<file path="src/rtl/dds_freq_meter.sv">
// dds_freq_meter
// Gated frequency counter for a square wave such as a DDS phase-accumulator
// MSB. Rising edges of F_in are counted over a window of 2^GATE_LOG2 clk
// cycles. The count is scaled into an estimate of the tuning word that would
// produce that frequency:
//   K_est = edge_cnt << (32 - GATE_LOG2)
// F_in is asynchronous to clk, so it passes through a two-flop synchronizer
// before edge detection. Because of this synchronizer, no more than one rise
// can be seen every two clk cycles. The edge accumulator therefore needs only
// GATE_LOG2 bits. One spare bit is kept so that the arithmetic cannot wrap.

module dds_freq_meter #(
  parameter int GATE_LOG2 = 16
) (
  input  logic        clk,
  input  logic        rst,
  input  logic        F_in,
  input  logic        start,
  input  logic        cont,
  output logic        busy,
  output logic        valid,
  output logic [31:0] edge_cnt,
  output logic [31:0] K_est,
  output logic        no_signal
);

  // Accumulator width: the largest possible count is 2^(GATE_LOG2-1)+1,
  // so GATE_LOG2+1 bits is always enough.
  localparam int ACC_W = GATE_LOG2 + 1;

  // Scaling from edges per gate to a 32-bit tuning word.
  localparam int K_SHIFT = 32 - GATE_LOG2;

  typedef enum logic [1:0] {
    IDLE = 2'd0,
    GATE = 2'd1,
    DONE = 2'd2
  } state_t;

  state_t state;

  logic s1;
  logic s2;
  logic s3;
  logic rise;

  logic [GATE_LOG2-1:0] gate_cnt;
  logic [ACC_W-1:0]     acc;
  logic [ACC_W-1:0]     acc_final;
  logic [31:0]          acc_final32;
  logic [31:0]          k_calc;
  logic                 gate_last;

  // Synchronize F_in into the clk domain.
  // Keep one extra delayed copy so that a rising edge can be detected.
  always_ff @(posedge clk) begin
    if (rst) begin
      s1 <= 1'b0;
      s2 <= 1'b0;
      s3 <= 1'b0;
    end else begin
      s1 <= F_in;
      s2 <= s1;
      s3 <= s2;
    end
  end

  assign rise = s2 & ~s3;

  // The final gate cycle can also contain a rise. The result is therefore
  // registered from the accumulator plus this cycle's rise, so that the last
  // cycle of the window is not lost.
  assign acc_final   = acc + ACC_W'(rise);
  assign acc_final32 = 32'(acc_final);
  assign k_calc      = acc_final32 << K_SHIFT;
  assign gate_last   = (gate_cnt == '1);

  // Measurement FSM.
  // busy, valid and all the results are registered here, so they all change
  // together with the state.
  always_ff @(posedge clk) begin
    if (rst) begin
      state     <= IDLE;
      busy      <= 1'b0;
      valid     <= 1'b0;
      edge_cnt  <= '0;
      K_est     <= '0;
      no_signal <= 1'b0;
      gate_cnt  <= '0;
      acc       <= '0;
    end else begin
      case (state)
        IDLE: begin
          valid <= 1'b0;
          // start and cont together are treated as a single request.
          if (start || cont) begin
            state    <= GATE;
            busy     <= 1'b1;
            gate_cnt <= '0;
            acc      <= '0;
          end
        end

        GATE: begin
          acc      <= acc_final;
          gate_cnt <= gate_cnt + GATE_LOG2'(1);
          if (gate_last) begin
            state     <= DONE;
            valid     <= 1'b1;
            edge_cnt  <= acc_final32;
            K_est     <= k_calc;
            no_signal <= (acc_final == '0);
          end
        end

        DONE: begin
          valid    <= 1'b0;
          gate_cnt <= '0;
          acc      <= '0;
          // In continuous mode the next gate starts immediately, and busy
          // stays high. Otherwise the FSM returns to IDLE, where start is
          // sampled again.
          if (cont) begin
            state <= GATE;
          end else begin
            state <= IDLE;
            busy  <= 1'b0;
          end
        end

        default: begin
          state    <= IDLE;
          busy     <= 1'b0;
          valid    <= 1'b0;
          gate_cnt <= '0;
          acc      <= '0;
        end
      endcase
    end
  end

endmodule

</file>
<file path="config.mk">
export PLATFORM = sky130hd
export DESIGN_NAME = dds_freq_meter
export DESIGN_NICKNAME = d
export VERILOG_FILES = /design/src/rtl/dds_freq_meter.sv
export SDC_FILE = /design/constraint.sdc
export NUM_CORES = 1
export LEC_CHECK = 0
export ABC_CLOCK_PERIOD_IN_PS = 2740
export CORE_ASPECT_RATIO = 1.4
export CORE_UTILIZATION = 43
export DETAILED_ROUTE_END_ITERATION = 8
export GPL_TIMING_DRIVEN = 0
export HOLD_SLACK_MARGIN = 0.03
export PLACE_DENSITY = 0.75
export SYNTH_ARGS = -nofsm -noshare
export SYNTH_HDL_FRONTEND = slang
export SYNTH_SLANG_ARGS = --single-unit
</file>
<file path="constraint.sdc">
create_clock -name clk -period 2.74 [get_ports clk]
set_input_delay 0.822 -clock clk [delete_from_list [all_inputs] [get_ports clk]]
set_output_delay 0.822 -clock clk [all_outputs]
set_load 0.01 [all_outputs]
</file>
==> flow_summary.toml, run 1 <==
[sta]
max_freq_mhz = 411
rsz0062_at_grt = "false"
slew_headroom_pct = 42.9
hold_viol_final = 0
fin_worst_skew_ns = 0.00808
period_needed_ns = 2.43
setup_viol = 0
fin_crit_sh_pct = 88.7
worst_pin_slew_ns = 0.849
drv_slew = 0

[floorplanning]
die_x_um = 75.6
io_pins = 72
dieArea_sq_mm = 0.00794
core_sq_mm = 0.00736
rows = 37
start_util_pct = 44.3
die_h_um = 105

[place]
dpl.hpwl_um = 5350
gp_congestion = 0.891
place_area_sq_mm = 0.00390
port_buffers = 40

[worst_setup_path]
required_ns = 3.01
cpLargestDelayFamily = "buffers and inverters"
critPathMaxStageDelay_ns = 0.48
path_class = "in2reg"
critPathMostFrequentCell = "nor2_1"
rrSetupSlack_ns = 0.31
worstReg2RegStart = "s2"
worstSetupStartpointType = "input pin"
cp.arrival_ns = 2.70
rr_endpoint = "no_signal"
ff2ff_path_depth = 10
cp_slowest_cell = "nor2_1"
crit_buf_inv = 2
crit_path_end_kind = "flip-flop"
cp_max_fo = 10
cp_cell_sequence = "clkdlybuf4s50_1 -> nor2_1 -> nand2_1 -> nor2_1 -> clkbuf_1 -> o21ai_0 -> o31ai_1"

[clock_tree]
postCtsResizedCells = 0
htree_levels = 3
clock_sinks = 58
cts_buffers = 9
cts_hold_buf = 0
clkTransAtPathRegs_ns = 0.06
clock_latency_ns = 0.36
cts_tree = "done"
cts_setup_buffers = 0
cts-root-buf = "clkbuf_8"
clk_path_buf_depth = 2

[routing]
drc = 0
vias_per_cell = 5.08
dr.first_iter.drc_count = 211
vias = 2954
wirelength_um = 7260
drtAntennaViolNets = 0
wire_per_inst_um = 12.5
first_pass_iters = 4

[synth]
yosysWarnings = 0
async_reset_ff_share_pct = 0
synth_cell_type_count = 53
syn-cell-area_sq_mm = 0.00326
postSynthAreaPerCell_sq_um = 8.18
synth_most_common_cell = "dfxtp_1"
synth_flop_cell = "dfxtp_1"
synth_seq_cells = 58
ys_top_cells_by_count = "dfxtp_1 (58), nor2_1 (54), buf_4 (49), nand2_1 (32), o21ai_0 (31)"
netlist.area_leader.share_pct = 35.6
synth_edf_count = 0
synth_top_cell_by_area = "dfxtp_1"
synth_area_leaders = "dfxtp_1 (36%), buf_4 (11%), nor2_1 (6.2%)"
synthCells = 399
yosysSeqAreaShare_pct = 35.6

[pwr]
power_leakage_nw = 1.60
p_per_area_mw_per_mm2 = 445
finalPower_w = 0.00182
peakVddDrop_uv = 216

[grt]
grt_start_max_net_pins = 11
track_usage_pct = 20.5
antenna_found_initial = 0
grt.overflow.total = 0
grt_pass1_vias = 2747
grt_first_pass_wirelength_um = 12300

[flow_run]
drv_cap = 0

[layout]
nNetsFinal = 488
nFillCells = 692
fin_area_sq_mm = 0.00410
antenna_cells = 0
drive_gt1_share_pct = 19.8
syn2layout_area_growth_pct = 25.7

[min_path]
worstHoldPathType = "reg2reg"
hold_depth = 1
min_from = "s1"
holdPathEnd = "s2"

[outcome]
status = "complete, no violations"
## registers in the layout (all words and copies together), names as in the netlist
register	flops
K_est	15
acc	17
busy	1
edge_cnt	2
gate_cnt	16
no_signal	1
s1	1
s2	1
s3	1
state	2
valid	1
## worst reg2reg max path, cell delays in order (launching register included)
cell,delay (ns)
dfxtp_1,0.31
nor2b_1,0.14
ha_1,0.26
ha_1,0.18
buf_2,0.19
nand4_2,0.22
nor4_1,0.37
xnor2_1,0.23
o2111a_1,0.27
nand4_1,0.10
o21ai_1,0.10
## per-layer routing
metal | global-route usage, % | up-vias | wire [um]
met4 | 15.2 | 0 | 257
li1 | - | 1484 | -
met5 | 0 | - | 0
met2 | 35.7 | 97 | 3930
met3 | 2.99 | 16 | 350
met1 | 21.1 | 1357 | 2720
## cell families (layout without fill, tap and decap cells)
group | count (synthesis) | after routing | synth area share (%)
compound gates | 94 | 94 | 18.8
xor+xnor | 18 | 18 | 4.83
fa+ha+maj | 3 | 3 | 1.15
buf+inv | 77 | 132 | 15.7
flops | 58 | 58 | 35.6
mux | 2 | 2 | 0.614
other cells | 1 | 31 | 0.115
simple gates | 146 | 146 | 23.2
## final cells by class
cell class	count	area [sq um]	share of cell area, %
timing repair buffer	40	400	9.77
clock inverter	2	35.0	0.854
sequential	58	1160	28.3
buffer	75	504	12.3
tap	97	121	2.96
inverter	2	7.51	0.183
multi-input combinational	294	1700	41.5
clock buffer	13	169	4.12
## power by group
group          switching [W]  internal [W]
Sequential        0.00000520      0.000850
Clock               0.000330      0.000488
Combinational      0.0000899     0.0000605
## through the flow
stage	instances	utilization (%)	hold WS, ns	setup TNS, ns	worst slack (ns)
3_5_place_dp	566	52.9	0.443	-0.225	-0.0738
5_1_grt	581	55.7	0.477	0	0.0519
2_1_floorplan	429	-	0.414	0	0.635
4_1_cts	581	55.7	0.457	0	0.304
3_3_place_gp	566	52.9	0.427	-0.121	-0.0303
6_report	581	55.7	0.449	0	0.308
## worst max-delay path by stage
stage / startpoint / endpoint / slack, ns / cells after the start
2_1_floorplan: s2 / no_signal / 0.63 / 10
3_3_place_gp: cont / acc[6] / -0.03 / 7
3_5_place_dp: cont / gate_cnt[13] / -0.07 / 7
4_1_cts: cont / gate_cnt[13] / 0.30 / 7
5_1_grt: s2 / no_signal / 0.05 / 10
6_report: cont / gate_cnt[13] / 0.31 / 7
## cell usage in the layout (no fill, tap or decap), types with 5 or more instances in the layout
cell type        count
buf_4               49
conb_1              31
a211oi_1            14
nand3_1              9
o31ai_1              6
nor2b_1              6
clkbuf_1            10
clkbuf_8            12
a22o_1               5
nand4_1             10
o21ai_0             31
buf_2                9
nand2_1             32
clkdlybuf4s50_1     40
nor2_1              54
nor3_1               5
dfxtp_1             58
a31oi_1              7
a21oi_1             17
xnor2_1             15
No activity file was read; power rests on OpenSTA's default activity.
==> run 2: changes to the inputs <==
CORE_UTILIZATION = 51   (was 43)
PLACE_DENSITY = 0.86   (was 0.75)
==> flow_summary.toml, run 2 (synthesis results as in run 1) <==
[outcome]
status = "complete, no violations"

[place]
port_buffers = 40
dp_slack_ns = -0.0776
dpl.hpwl_um = 5200
dpl.cell_count = 541
gp_congestion = 0.954

[worst_setup_path]
crit_end = "no_signal"
rr_endpoint = "no_signal"
rrSetupSlack_ns = 0.13
cp.arrival_ns = 2.88
crit_path_end_kind = "flip-flop"
ff2ff_path_depth = 10
worstSetupStartpointType = "flip-flop"
path_class = "reg2reg"
required_ns = 3.01
worstReg2RegStart = "s2"
cp_max_fo = 8
crit_start = "s2"

[min_path]
worstHoldPathType = "reg2reg"

[layout]
largest_register_ffs = 17
fin_cells = 557
final_common_cell = "dfxtp_1"
reg.largest.list = "acc (17), gate_cnt (16), K_est (15)"
syn2layout_area_growth_pct = 24.4
nFillCells = 519
layout_common_cells = "dfxtp_1 (58), nor2_1 (54), buf_4 (49), clkdlybuf4s50_1 (40), nand2_1 (32)"
antenna_cells = 0
nNetsFinal = 488
drive_gt1_share_pct = 20.2
largest-register = "acc"

[floorplanning]
dieArea_sq_mm = 0.00672
die_h_um = 96.6
io_pins = 72
core_sq_mm = 0.00621
rows = 34
start_util_pct = 52.5
die_x_um = 69.6

[pwr]
peakVddDrop_uv = 256
p_per_area_mw_per_mm2 = 427
power_leakage_nw = 1.59

[sta]
tns_ns = 0
fin_worst_skew_ns = 0.00788
slew_headroom_pct = 40.7
hold_viol_final = 0
period_needed_ns = 2.61
setup_viol = 0
fin_ws_ns = 0.132
rsz0062_at_grt = "false"
fin_crit_sh_pct = 95.2
max_freq_mhz = 383
drv_slew = 0
worst_pin_slew_ns = 0.881

[clock_tree]
clkTransAtPathRegs_ns = 0.06
cts-root-buf = "clkbuf_8"
cts_tree = "done"
clk_path_buf_depth = 2
clock_latency_ns = 0.34
htree_levels = 3
clock_sinks = 58
cts_buffers = 9

[grt]
grt_start_max_net_pins = 11
grt_first_pass_wirelength_um = 12200
grt_pass1_vias = 2708
grt.overflow.total = 0
antenna_found_initial = 0
track_usage_pct = 22.7

[routing]
wire_per_inst_um = 13.4
vias = 2995
vias_per_cell = 5.38
drc = 0
dr.first_iter.drc_count = 206
wirelength_um = 7450
first_pass_iters = 5
drtAntennaViolNets = 0

[flow_run]
drv_cap = 0
==> run 2: changes by cell type in the layout (fill, tap and decap cells not counted) <==
cell       previous run  this run
clkbuf_1             10        11
clkinv_2              1         2
bufinv_16             1         0
nor4_1                3         2
nor3_2                1         2
nor4_2                2         3
nor3_1                5         4
==> run 2: stage by stage <==
stage | total power (W) | util (%) | area, sq um | hold WS, ns
CTS | 0.00174 | 65.2 | 4050 | 0.439
global route | 0.00180 | 65.4 | 4060 | 0.469
finish | 0.00173 | 65.4 | 4060 | 0.436
detailed placement | 0.00102 | 62.2 | 3860 | 0.425
floorplan | 0.000987 | - | 3370 | 0.414
global placement | 0.00102 | 62.2 | 3860 | 0.417
==> run 2: how the worst min path moves through the flow <==
stage                     end  cells after the start  slack [ns]  start
after global routing       s2                      1        0.47     s1
after floorplan            s2                      1        0.41     s1
after global placement     s2                      1        0.42     s1
final                      s2                      1        0.44     s1
after detailed placement   s2                      1        0.42     s1
after CTS                  s2                      1        0.44     s1
==> run 2: critical path, stage by stage, from the launching register on <==
cell      delay, ns
dfxtp_1        0.32
nor2b_1        0.22
ha_1           0.27
ha_1           0.17
buf_2          0.20
nand4_2        0.25
nor4_2         0.36
xnor2_1        0.21
o2111a_1       0.26
nand4_1        0.15
o21ai_1        0.12
==> run 2: layer usage <==
layer  share of wire [%]  routed length, um  global-route usage, %  vias up
li1                    -                  -                      -     1487
met5                   0                  0                      0        -
met3                 5.6                415                   4.06       25
met2                  52               3850                   40.8      129
met1                  39               2920                   24.5     1354
met4                 3.5                262                   12.7        0
==> run 2: repair_timing <==
item / CTS / global route
endpoints found under the setup margin: 0 / 1
setup buffers: 0 / 0
resized for setup: 0 / 2
hold buffers: 0 / 0
==> run 2: power breakdown <==
group          internal (W)  total (W)  leakage, nW  switching, W
Clock              0.000400   0.000728       0.0965      0.000328
Combinational     0.0000605   0.000151         1.02     0.0000906
Sequential         0.000850   0.000855        0.468    0.00000518
==> run 2: cell type report <==
| class | count | area [sq um] | area share, % |
|---|---|---|---|
| inverter | 2 | 7.51 | 0.185 |
| sequential | 58 | 1160 | 28.6 |
| clock buffer | 14 | 173 | 4.25 |
| tap | 72 | 90.1 | 2.22 |
| buffer | 75 | 504 | 12.4 |
| multi-input combinational | 294 | 1710 | 42.2 |
| clock inverter | 2 | 10.0 | 0.247 |
| timing repair buffer | 40 | 400 | 9.86 |
==> run 3: changes to the inputs <==
CORE_UTILIZATION = 52   (was 51)
CTS_BUF_LIST = sky130_fd_sc_hd__clkbuf_4 sky130_fd_sc_hd__clkbuf_8   (was default)
PLACE_DENSITY = default   (was 0.86)
PLACE_DENSITY_LB_ADDON = 0.3   (was default)
==> flow_summary.toml, run 3 (synthesis results as in run 1) <==
[worst_setup_path]
cp.arrival_ns = 2.82
crit_end = "no_signal"
worstSetupStartpointType = "flip-flop"
ff2ff_path_depth = 10
crit_start = "s2"
path_class = "reg2reg"
crit_path_end_kind = "flip-flop"
rrSetupSlack_ns = 0.19
worstReg2RegStart = "s2"
required_ns = 3.02
cp_max_fo = 8
rr_endpoint = "no_signal"

[floorplanning]
dieArea_sq_mm = 0.00660
core_sq_mm = 0.00595
rows = 33
die_h_um = 95.7
io_pins = 72
start_util_pct = 54.9
die_x_um = 68.9

[grt]
grt_first_pass_wirelength_um = 12000
grt.overflow.total = 0
grt_start_max_net_pins = 11
antenna_found_initial = 0
grt_pass1_vias = 2737
track_usage_pct = 24.4

[sta]
period_needed_ns = 2.55
rsz0062_at_grt = "false"
fin_worst_skew_ns = 0.00761
drv_slew = 0
hold_viol_final = 0
slew_headroom_pct = 45.3
max_freq_mhz = 392
fin_crit_sh_pct = 93.0
holdWs_ns = 0.454
setup_viol = 0
tns_ns = 0
fin_ws_ns = 0.191
worst_pin_slew_ns = 0.813

[routing]
vias_per_cell = 5.30
drtAntennaViolNets = 0
first_pass_iters = 4
top_layer_used = "met4"
drc = 0
wirelength_um = 7200
met1_length_um = 2750
wire_per_inst_um = 13.0
vias = 2939
dr.first_iter.drc_count = 142
routed-wl-met2_um = 3920
dr_wl_met3_um = 334

[layout]
drive_gt1_share_pct = 20.4
fin_area_sq_mm = 0.00411
final_common_cell = "dfxtp_1"
largest_register_ffs = 17
reg.largest.list = "acc (17), gate_cnt (16), K_est (15)"
syn2layout_area_growth_pct = 25.9
nFillCells = 505
nNetsFinal = 488
fin_cells = 555
antenna_cells = 0
layout_common_cells = "dfxtp_1 (58), nor2_1 (54), buf_4 (49), clkdlybuf4s50_1 (40), nand2_1 (32)"
largest-register = "acc"

[place]
dp_slack_ns = -0.0906
dpl.hpwl_um = 5340
dpl.cell_count = 539
gp_congestion = 0.877
port_buffers = 40
place_area_sq_mm = 0.00386

[clock_tree]
clk_path_buf_depth = 2
cts_tree = "done"
clock_latency_ns = 0.34
cts_setup_buffers = 0
htree_levels = 3
clock_sinks = 58
clkTransAtPathRegs_ns = 0.07
cts_buffers = 9
cts-root-buf = "clkbuf_8"
cts_hold_buf = 0

[pwr]
power_leakage_nw = 1.61
peakVddDrop_uv = 326
p_per_area_mw_per_mm2 = 470

[outcome]
status = "complete, no violations"

[min_path]
worstHoldPathType = "reg2reg"

[flow_run]
drv_cap = 0
[run 3: changes by cell type in the layout (fill, tap and decap cells not counted)]
cell	change
bufinv_16	+2
clkbuf_1	-2
clkinv_2	-1
clkinvlp_4	+1
nor3_1	+1
nor3_2	-1
[run 3: worst min path at each step]
stage               start  endpoint  slack (ns)  depth (start not counted)
floorplan              s1        s2        0.41                          1
global placement       s1        s2        0.42                          1
detailed placement     s1        s2        0.45                          1
CTS                    s1        s2        0.46                          1
global route           s1        s2        0.48                          1
finish                 s1        s2        0.45                          1
[run 3: final cells by class]
cell class / count / area (sq um) / area share [%]
clock inverter: 4 / 72.6 / 1.77
multi-input combinational: 294 / 1710 / 41.6
buffer: 75 / 504 / 12.3
timing repair buffer: 40 / 400 / 9.75
inverter: 2 / 7.51 / 0.183
tap: 70 / 87.6 / 2.13
clock buffer: 12 / 165 / 4.02
sequential: 58 / 1160 / 28.3
[run 3: repair_timing]
item	in CTS	in global routing
setup endpoints to repair	0	1
hold endpoints to repair	0	0
resized for setup	0	1
[run 3: power breakdown]
group	switching (W)	total, W	internal, W
Clock	0.000341	0.000926	0.000585
Combinational	0.0000880	0.000149	0.0000606
Sequential	0.00000517	0.000855	0.000849
Total	0.000434	0.00193	0.00149
[run 3: critical path, stage by stage, from the launching register on]
cell and delay [ns]:
dfxtp_1 0.32, nor2b_1 0.24, ha_1 0.29, ha_1 0.16
buf_2 0.20, nand4_2 0.27, nor4_2 0.33, xnor2_1 0.20
o2111a_1 0.25, nand4_1 0.11, o21ai_1 0.10
[run 3: per-stage QoR]
stage	utilization (%)	total power [W]
finish	69.1	0.00193
detailed placement	65.0	0.00102
floorplan	-	0.000987
global route	69.1	0.00200
CTS	69.0	0.00194
global placement	65.0	0.00102
[run 3: routing by layer]
| layer | GRT usage [%] | up-vias |
|---|---|---|
| met4 | 15.1 | 0 |
| met5 | 0 | - |
| met3 | 5.21 | 15 |
| li1 | - | 1482 |
| met1 | 25.3 | 1349 |
| met2 | 43.3 | 93 |
